**config.mk**
```make
export PLATFORM = sky130hd
export DESIGN_NAME = phy_rx_pingpong_ctl
export DESIGN_NICKNAME = d
export VERILOG_FILES = /design/src/rtl/phy_rx_pingpong_ctl.sv
export SDC_FILE = /design/constraint.sdc
export NUM_CORES = 1
export LEC_CHECK = 0
export ABC_CLOCK_PERIOD_IN_PS = 7900
export BUFFER_PORTS_ARGS = -buffer_cell sky130_fd_sc_hd__clkbuf_2
export CORE_AREA = 3 3 300 302
export DETAILED_ROUTE_END_ITERATION = 8
export DIE_AREA = 0 0 303 305
export PLACE_DENSITY = 0.44
export SLEW_MARGIN = 10
export SYNTH_ARGS = -nofsm -noshare
export SYNTH_HDL_FRONTEND = slang
export SYNTH_SLANG_ARGS = --single-unit
```
**constraint.sdc**
```tcl
create_clock -name clk -period 7.9 [get_ports clk]
set_input_delay 0.395 -clock clk [delete_from_list [all_inputs] [get_ports clk]]
set_output_delay 0.395 -clock clk [all_outputs]
set_load 0.005 [all_outputs]
```
**src/rtl/phy_rx_pingpong_ctl.sv**
```systemverilog
`timescale 1ns/1ps
// RX ping-pong sampler sequencer: alternates samplers A and B through precharge/enable/select
// steps, and runs a per-lane two-pattern data checker during dwell windows.
module phy_rx_pingpong_ctl #(
    parameter int unsigned LANES = 16,
    parameter int unsigned DW    = 32,
    parameter int unsigned CW    = 16,
    parameter int unsigned EW    = 8
) (
    input  logic                  clk,
    input  logic                  rstb,
    input  logic                  en,
    input  logic [CW-1:0]         step_cyc,
    input  logic [CW-1:0]         dwell_cyc,
    input  logic                  chk_en,
    input  logic                  clr_err,
    input  logic [DW-1:0]         pat_a,
    input  logic [DW-1:0]         pat_b,
    input  logic [LANES*DW-1:0]   dout,
    output logic                  a_pc,
    output logic                  a_en,
    output logic                  b_pc,
    output logic                  b_en,
    output logic                  sel_a,
    output logic                  busy,
    output logic                  active_a,
    output logic [15:0]           swap_cnt,
    output logic [LANES*EW-1:0]   err_cnt,
    output logic                  err_any
);

    typedef enum logic [3:0] {
        StIdle, StAPcOff, StAOn, StSelA, StBOff, StBPcOn, StDwellA,
        StBPcOff, StBOn, StSelB, StAOff, StAPcOn, StDwellB, StPark, StDrain
    } state_e;

    state_e          state, state_nxt;
    logic [CW-1:0]   tmr;
    logic [CW-1:0]   dur;
    logic [CW-1:0]   dur_load;
    logic            first_dwell;  // next DWELL_A is the first since leaving IDLE
    logic            state_first;  // current cycle is the first one of its state
    logic            chk_now;
    logic [LANES-1:0] mismatch;

    always_comb begin
        state_nxt = state;
        if (state == StIdle) begin
            if (en) state_nxt = StAPcOff;
        end else if (tmr == '0) begin
            case (state)
                StAPcOff: state_nxt = StAOn;
                StAOn:    state_nxt = StSelA;
                StSelA:   state_nxt = StBOff;
                StBOff:   state_nxt = StBPcOn;
                StBPcOn:  state_nxt = StDwellA;
                StDwellA: state_nxt = en ? StBPcOff : StPark;
                StBPcOff: state_nxt = StBOn;
                StBOn:    state_nxt = StSelB;
                StSelB:   state_nxt = StAOff;
                StAOff:   state_nxt = StAPcOn;
                StAPcOn:  state_nxt = StDwellB;
                StDwellB: state_nxt = en ? StAPcOff : StPark;
                StPark:   state_nxt = StDrain;
                StDrain:  state_nxt = StIdle;
                default:  state_nxt = StIdle;
            endcase
        end
    end

    // Timer holds remaining cycles minus one; zero-length settings collapse to one cycle.
    always_comb begin
        dur      = (state_nxt == StDwellA || state_nxt == StDwellB) ? dwell_cyc : step_cyc;
        dur_load = (dur == '0) ? '0 : dur - CW'(1);
    end

    always_ff @(posedge clk or negedge rstb) begin
        if (!rstb) begin
            state       <= StIdle;
            tmr         <= '0;
            first_dwell <= 1'b0;
            state_first <= 1'b0;
            a_pc        <= 1'b1;
            b_pc        <= 1'b1;
            a_en        <= 1'b0;
            b_en        <= 1'b0;
            sel_a       <= 1'b1;
            busy        <= 1'b0;
            active_a    <= 1'b0;
            swap_cnt    <= '0;
        end else begin
            state       <= state_nxt;
            busy        <= (state_nxt != StIdle);
            active_a    <= (state_nxt == StDwellA);
            state_first <= (state_nxt != state);
            if (state_nxt == state) begin
                if (tmr != '0) tmr <= tmr - CW'(1);
            end else begin
                tmr <= dur_load;
                case (state_nxt)
                    StAPcOff: begin
                        a_pc <= 1'b0;
                        if (state == StIdle) first_dwell <= 1'b1;
                    end
                    StAOn:    a_en  <= 1'b1;
                    StSelA:   sel_a <= 1'b1;
                    StBOff:   b_en  <= 1'b0;
                    StBPcOn:  b_pc  <= 1'b1;
                    StDwellA: begin
                        if (first_dwell) first_dwell <= 1'b0;
                        else             swap_cnt    <= swap_cnt + 16'd1;
                    end
                    StBPcOff: b_pc  <= 1'b0;
                    StBOn:    b_en  <= 1'b1;
                    StSelB:   sel_a <= 1'b0;
                    StAOff:   a_en  <= 1'b0;
                    StAPcOn:  a_pc  <= 1'b1;
                    StDwellB: swap_cnt <= swap_cnt + 16'd1;
                    StPark: begin
                        a_en <= 1'b0;
                        b_en <= 1'b0;
                    end
                    StDrain: begin
                        a_pc  <= 1'b1;
                        b_pc  <= 1'b1;
                        sel_a <= 1'b1;
                    end
                    default: ;
                endcase
            end
        end
    end

    // X/Z on a lane must register as a mismatch, hence the case inequality.
    always_comb begin
        for (int i = 0; i < LANES; i++) begin
            mismatch[i] = (dout[i*DW +: DW] !== pat_a) && (dout[i*DW +: DW] !== pat_b);
        end
    end

    assign chk_now = chk_en && (state == StDwellA || state == StDwellB) && !state_first;

    always_ff @(posedge clk or negedge rstb) begin
        if (!rstb) begin
            err_cnt <= '0;
        end else begin
            for (int i = 0; i < LANES; i++) begin
                if (clr_err) begin
                    err_cnt[i*EW +: EW] <= '0;
                end else if (chk_now && mismatch[i] && (err_cnt[i*EW +: EW] != {EW{1'b1}})) begin
                    err_cnt[i*EW +: EW] <= err_cnt[i*EW +: EW] + EW'(1);
                end
            end
        end
    end

    assign err_any = |err_cnt;

endmodule

```
==> results by stage <==
Synth:
- In the synthesized netlist the async set-or-reset flop fraction comes to 100%.
- After synthesis the cells add up to about 0.023 sq mm.
- In the synthesized netlist the dominant register cell turns out to be sky130_fd_sc_hd__dfrtp_1.
- The count of flip-flops with a built-in enable after synthesis is 0.
- The synthesized area per cell is just over 8 sq um.
- The number of instances in the synthesized netlist is 2745.
- The warning count from the yosys run is 0.
- The fraction of the yosys area taken by sequential cells is about a fifth.
- The count of unique library cells instantiated by Yosys is 61.
- The post-synthesis sequential element count is approximately 170.
- The number of nets produced by synthesis is between 3000 and 4000.

Floorplanning:
- Pin placement for this block handled 765 I/O pins.
- The area of the die is slightly above 0.09 sq mm.
- After floorplanning, the core was sized to cover between 0.08 and 0.09 sq mm.
- The row count is about 110.
- From bottom edge to top edge, the die measures between 300 and 400 microns.
- The width of the chip is a little over 300 microns.
- The starting utilization of the core area is about a quarter.

Timing:
- The final period demand of the worst path is approximately 4.8 ns.
- The worst pin sits at a relative slew slack of 23.8%.
- The total count of hold-check failures in the final report is 0.
- Derived from the worst setup path, the maximum achievable clock frequency is around 0.21 GHz.
- The total of endpoints with negative setup slack in the final report is 0.
- The final cycle utilization of the critical path is 60.2%.
- Setup repair after global routing left no endpoint under its margin.
- The number of max-slew violations in the final report came to 0.
- At the pin with the least slew margin, the transition time is between 1 and 1.5 ns.
- The worst-case setup margin in the final layout is roughly 3.1 ns.
- In the final timing run, aggregate negative setup slack is 0 ns.
- Across the routed clock network, the largest skew measured is between 0.01 and 0.015 ns.

Cells and area:
- In the final design database the tool counted about 4000 nets.
- In the layout the commonest cells are sky130_fd_sc_hd__clkbuf_2, sky130_fd_sc_hd__xor2_1, sky130_fd_sc_hd__xnor2_1, sky130_fd_sc_hd__nor4_1, sky130_fd_sc_hd__dfrtp_1.
- The share of the core filled with cells in the final layout is between 30 and 40%.
- In the final layout, the share of cells above drive strength 1 is a little over a quarter.
- The most common cell after layout, fill and taps aside is sky130_fd_sc_hd__clkbuf_2.
- Relative to the synthesized area, the layout overhead comes to 24.3%.
- The filler cells instantiated in the layout total 9600.
- The final instance count without filler cells is around 4600.

Placement:
- The congestion estimate from routability-driven global placement came to roughly 1.0.
- The HPWL after detailed placement is 113 mm.
- The cell count after placement is around 4500.
- In this run the tool buffered the top-level ports with between 700 and 800 buffer cells.
- At the placement stage, the worst setup path has a slack of about 3.2 ns.

Power and ir drop:
- The worst-case IR drop observed on VDD is 0.164 mV.
- In this run switching power makes up 40.4% of total power.
- Summed over all cells, the static leakage comes to 11.8 nW.
- The clock group share of total power is between 20% and 30%.
- The register share of total power is about a third.
- For this design the total switching power over the nets is roughly 1.3 mW.
- The cell internal power dissipation is about 1.9 mW.
- The share of total power in combinational logic is roughly two fifths.
- The ratio of total power to cell area is between 100 and 150 mW/mm^2.

Global route:
- The number of global-route vias before repair came to around 25000.
- The total global routing track utilization is a little under a third.
- The residual overflow from global routing is 0.
- Entering global routing, the biggest net connects 98 pins.
- In this run the most used layer during global routing was met2.
- The first global-routing pass estimated between 150 and 200 mm of wire.
- Global routing consumed, on the met3 layer, 7.58% of the routing resources.
- The met1 capacity usage during global routing is around 40%.
- The initial antenna violation count came to 47.
- In the global route stage, met2 resource usage came out at a little under half.

Outcome:
- The run finished with clean final reports.

Critical path:
- Counting cells, the worst reg-to-reg path comes to 14.
- The worst-path maximum fanout is 21.
- STA classifies the critical path startpoint as a flip-flop.
- The worst setup path is captured at a flip-flop.
- The critical path ends at tmr[9]$_DFFE_PN0P_.
- STA puts the critical path data required time at ~8.2 ns.
- Data on the critical path arrives at its endpoint at around 5 ns.
- In this run the worst setup path begins at tmr[0]$_DFFE_PN0P_.
- The reg-to-reg startpoint is tmr[0]$_DFFE_PN0P_.
- The setup check on the worst reg-to-reg path leaves a slack of 3.14 ns.
- The start-to-end type of the worst setup path is flip-flop to flip-flop.
- The endpoint identified for the worst register-to-register timing path is tmr[9]$_DFFE_PN0P_.

Route:
- The routed via count is about 25000.
- After detailed routing, the number of vias per cell comes to between 5 and 6.
- The total length of routed wires is about 140 mm.
- The DRC violation total after the first TritonRoute iteration is ~2800.
- Once detail routing completed, the nets flagged for antenna violations numbered 0.
- For this run, design rule violations remaining after detail routing come to 0.
- The first TritonRoute pass finished after 6 iterations.
- In the final routed layout, each cell accounts on average for approximately 31 microns.

Clocking:
- In this run, CTS created clock tree buffers numbering 17.
- The H-tree was split into 4 levels.
- The buffer depth of the longest clock path is 2.
- Clock-pin slew was measured on the worst setup and hold paths at ~0.07 ns.
- Once the clock tree was built, the resizer swapped 0 gates to a different size.
- The clock reaches the later pin of the worst-skew pair after between 0.4 and 0.5 ns.
- The number of clock sinks seen by CTS is between 150 and 200.
- The TritonCTS clock tree is yes.
- The clock root buffer is sky130_fd_sc_hd__clkbuf_16.

Flow run:
- Across the run, the number of max-cap violations was 0.

Worst hold path:
- The min-delay analysis places its worst path in the category input port to flip-flop.
Yosys cell counts (51+ instances only):
cell type                  number  area (sq um)
sky130_fd_sc_hd__xor2_1       667          5840
sky130_fd_sc_hd__xnor2_1      411          3600
sky130_fd_sc_hd__nor4_1       240          1500
sky130_fd_sc_hd__dfrtp_1      170          4250
sky130_fd_sc_hd__nand4_1      167          1040
sky130_fd_sc_hd__nor2_1       120           450
sky130_fd_sc_hd__nand3_1      115           576
sky130_fd_sc_hd__clkbuf_1     101           379
sky130_fd_sc_hd__a21oi_1       81           405
sky130_fd_sc_hd__buf_2         71           355
sky130_fd_sc_hd__nand2_1       66           248
sky130_fd_sc_hd__nor2b_1       63           394
sky130_fd_sc_hd__mux2_2        61           687
sky130_fd_sc_hd__o21ai_0       51           255
stage by stage:
stage	power [mW]	hold WS [ns]	area (sq um)
4_1_cts	3.14	0.345	28300
6_report	3.14	0.376	28400
3_5_place_dp	2.26	0.442	27700
3_3_place_gp	2.26	0.440	27700
2_1_floorplan	1.68	0.0994	22800
5_1_grt	3.28	0.389	28400
power groups by stage:
stage          clock network [mW]  registers (mW)  logic (mW)
3_3_place_gp                    0            1.00        1.26
6_report                    0.858           0.988        1.29
3_5_place_dp                    0            1.00        1.25
4_1_cts                     0.887           0.987        1.26
5_1_grt                     0.923           0.995        1.36
2_1_floorplan                   0           0.987       0.691
area by class of cell:
class	instances	area, sq um	area share (%)
clock inverter	12	113	0.397
clock buffer	20	447	1.57
tap	1165	1460	5.14
antenna	43	108	0.379
inverter	43	161	0.569
sequential	173	4330	15.3
timing repair buffer	810	4180	14.8
multi-input combinational	2345	17600	61.9
state kept, by name, indices dropped and copies added, names as in the netlist, 4 cells and up:
name      count
swap_cnt     16
tmr          16
err_cnt     128
state         4
worst min-delay path by stage:
stage	end	startpoint	depth (start not counted)	slack, ns
6_report	tmr[13]$_DFFE_PN0P_	dwell_cyc[13]	4	0.38
4_1_cts	tmr[13]$_DFFE_PN0P_	dwell_cyc[13]	4	0.35
3_3_place_gp	swap_cnt[15]$_DFFE_PN0P_	rstb	1	0.44
2_1_floorplan	a_en$_DFFE_PN0P_	rstb	0	0.1
5_1_grt	tmr[13]$_DFFE_PN0P_	dwell_cyc[13]	4	0.39
3_5_place_dp	swap_cnt[15]$_DFFE_PN0P_	rstb	1	0.44
routing by layer:
| layer | share of wire (%) | up-vias |
|---|---|---|
| met5 | 0.032 | - |
| met3 | 10 | 425 |
| met2 | 43 | 1541 |
| li1 | - | 11100 |
| met1 | 41 | 12200 |
| met4 | 6.2 | 8 |
critical path: stages (launching register included):
cell and delay [ns]:
sky130_fd_sc_hd__dfrtp_1 0.41, sky130_fd_sc_hd__inv_1 0.14, sky130_fd_sc_hd__ha_1 0.18, sky130_fd_sc_hd__or4b_4 0.48
sky130_fd_sc_hd__nor4_2 0.38, sky130_fd_sc_hd__mux2i_2 0.25, sky130_fd_sc_hd__buf_4 0.31, sky130_fd_sc_hd__mux2i_1 0.30
sky130_fd_sc_hd__ha_1 0.27, sky130_fd_sc_hd__or4b_2 0.63, sky130_fd_sc_hd__nand2b_1 0.28, sky130_fd_sc_hd__nor3_1 0.29
sky130_fd_sc_hd__mux2i_1 0.19, sky130_fd_sc_hd__nand2_1 0.35, sky130_fd_sc_hd__o22ai_1 0.16
kinds of logic (layout without fill, tap and decap cells):
group | count (synthesis) | count (layout) | share of synthesized area, %
xor+xnor | 1078 | 1078 | 41.4
simple gates | 908 | 908 | 22.9
compound gates | 252 | 252 | 7.12
buf+inv | 227 | 885 | 4.16
flops | 173 | 173 | 19.0
mux | 71 | 71 | 3.47
fa+ha+maj | 36 | 36 | 1.97
other cells | 0 | 43 | 0
timing repair:
action,4_1_cts,5_1_grt
setup buffers,0,0
hold endpoints to repair,56,0
endpoints found under the setup margin,0,0
hold buffers,1,0
(Power assumes the default switching activity.)
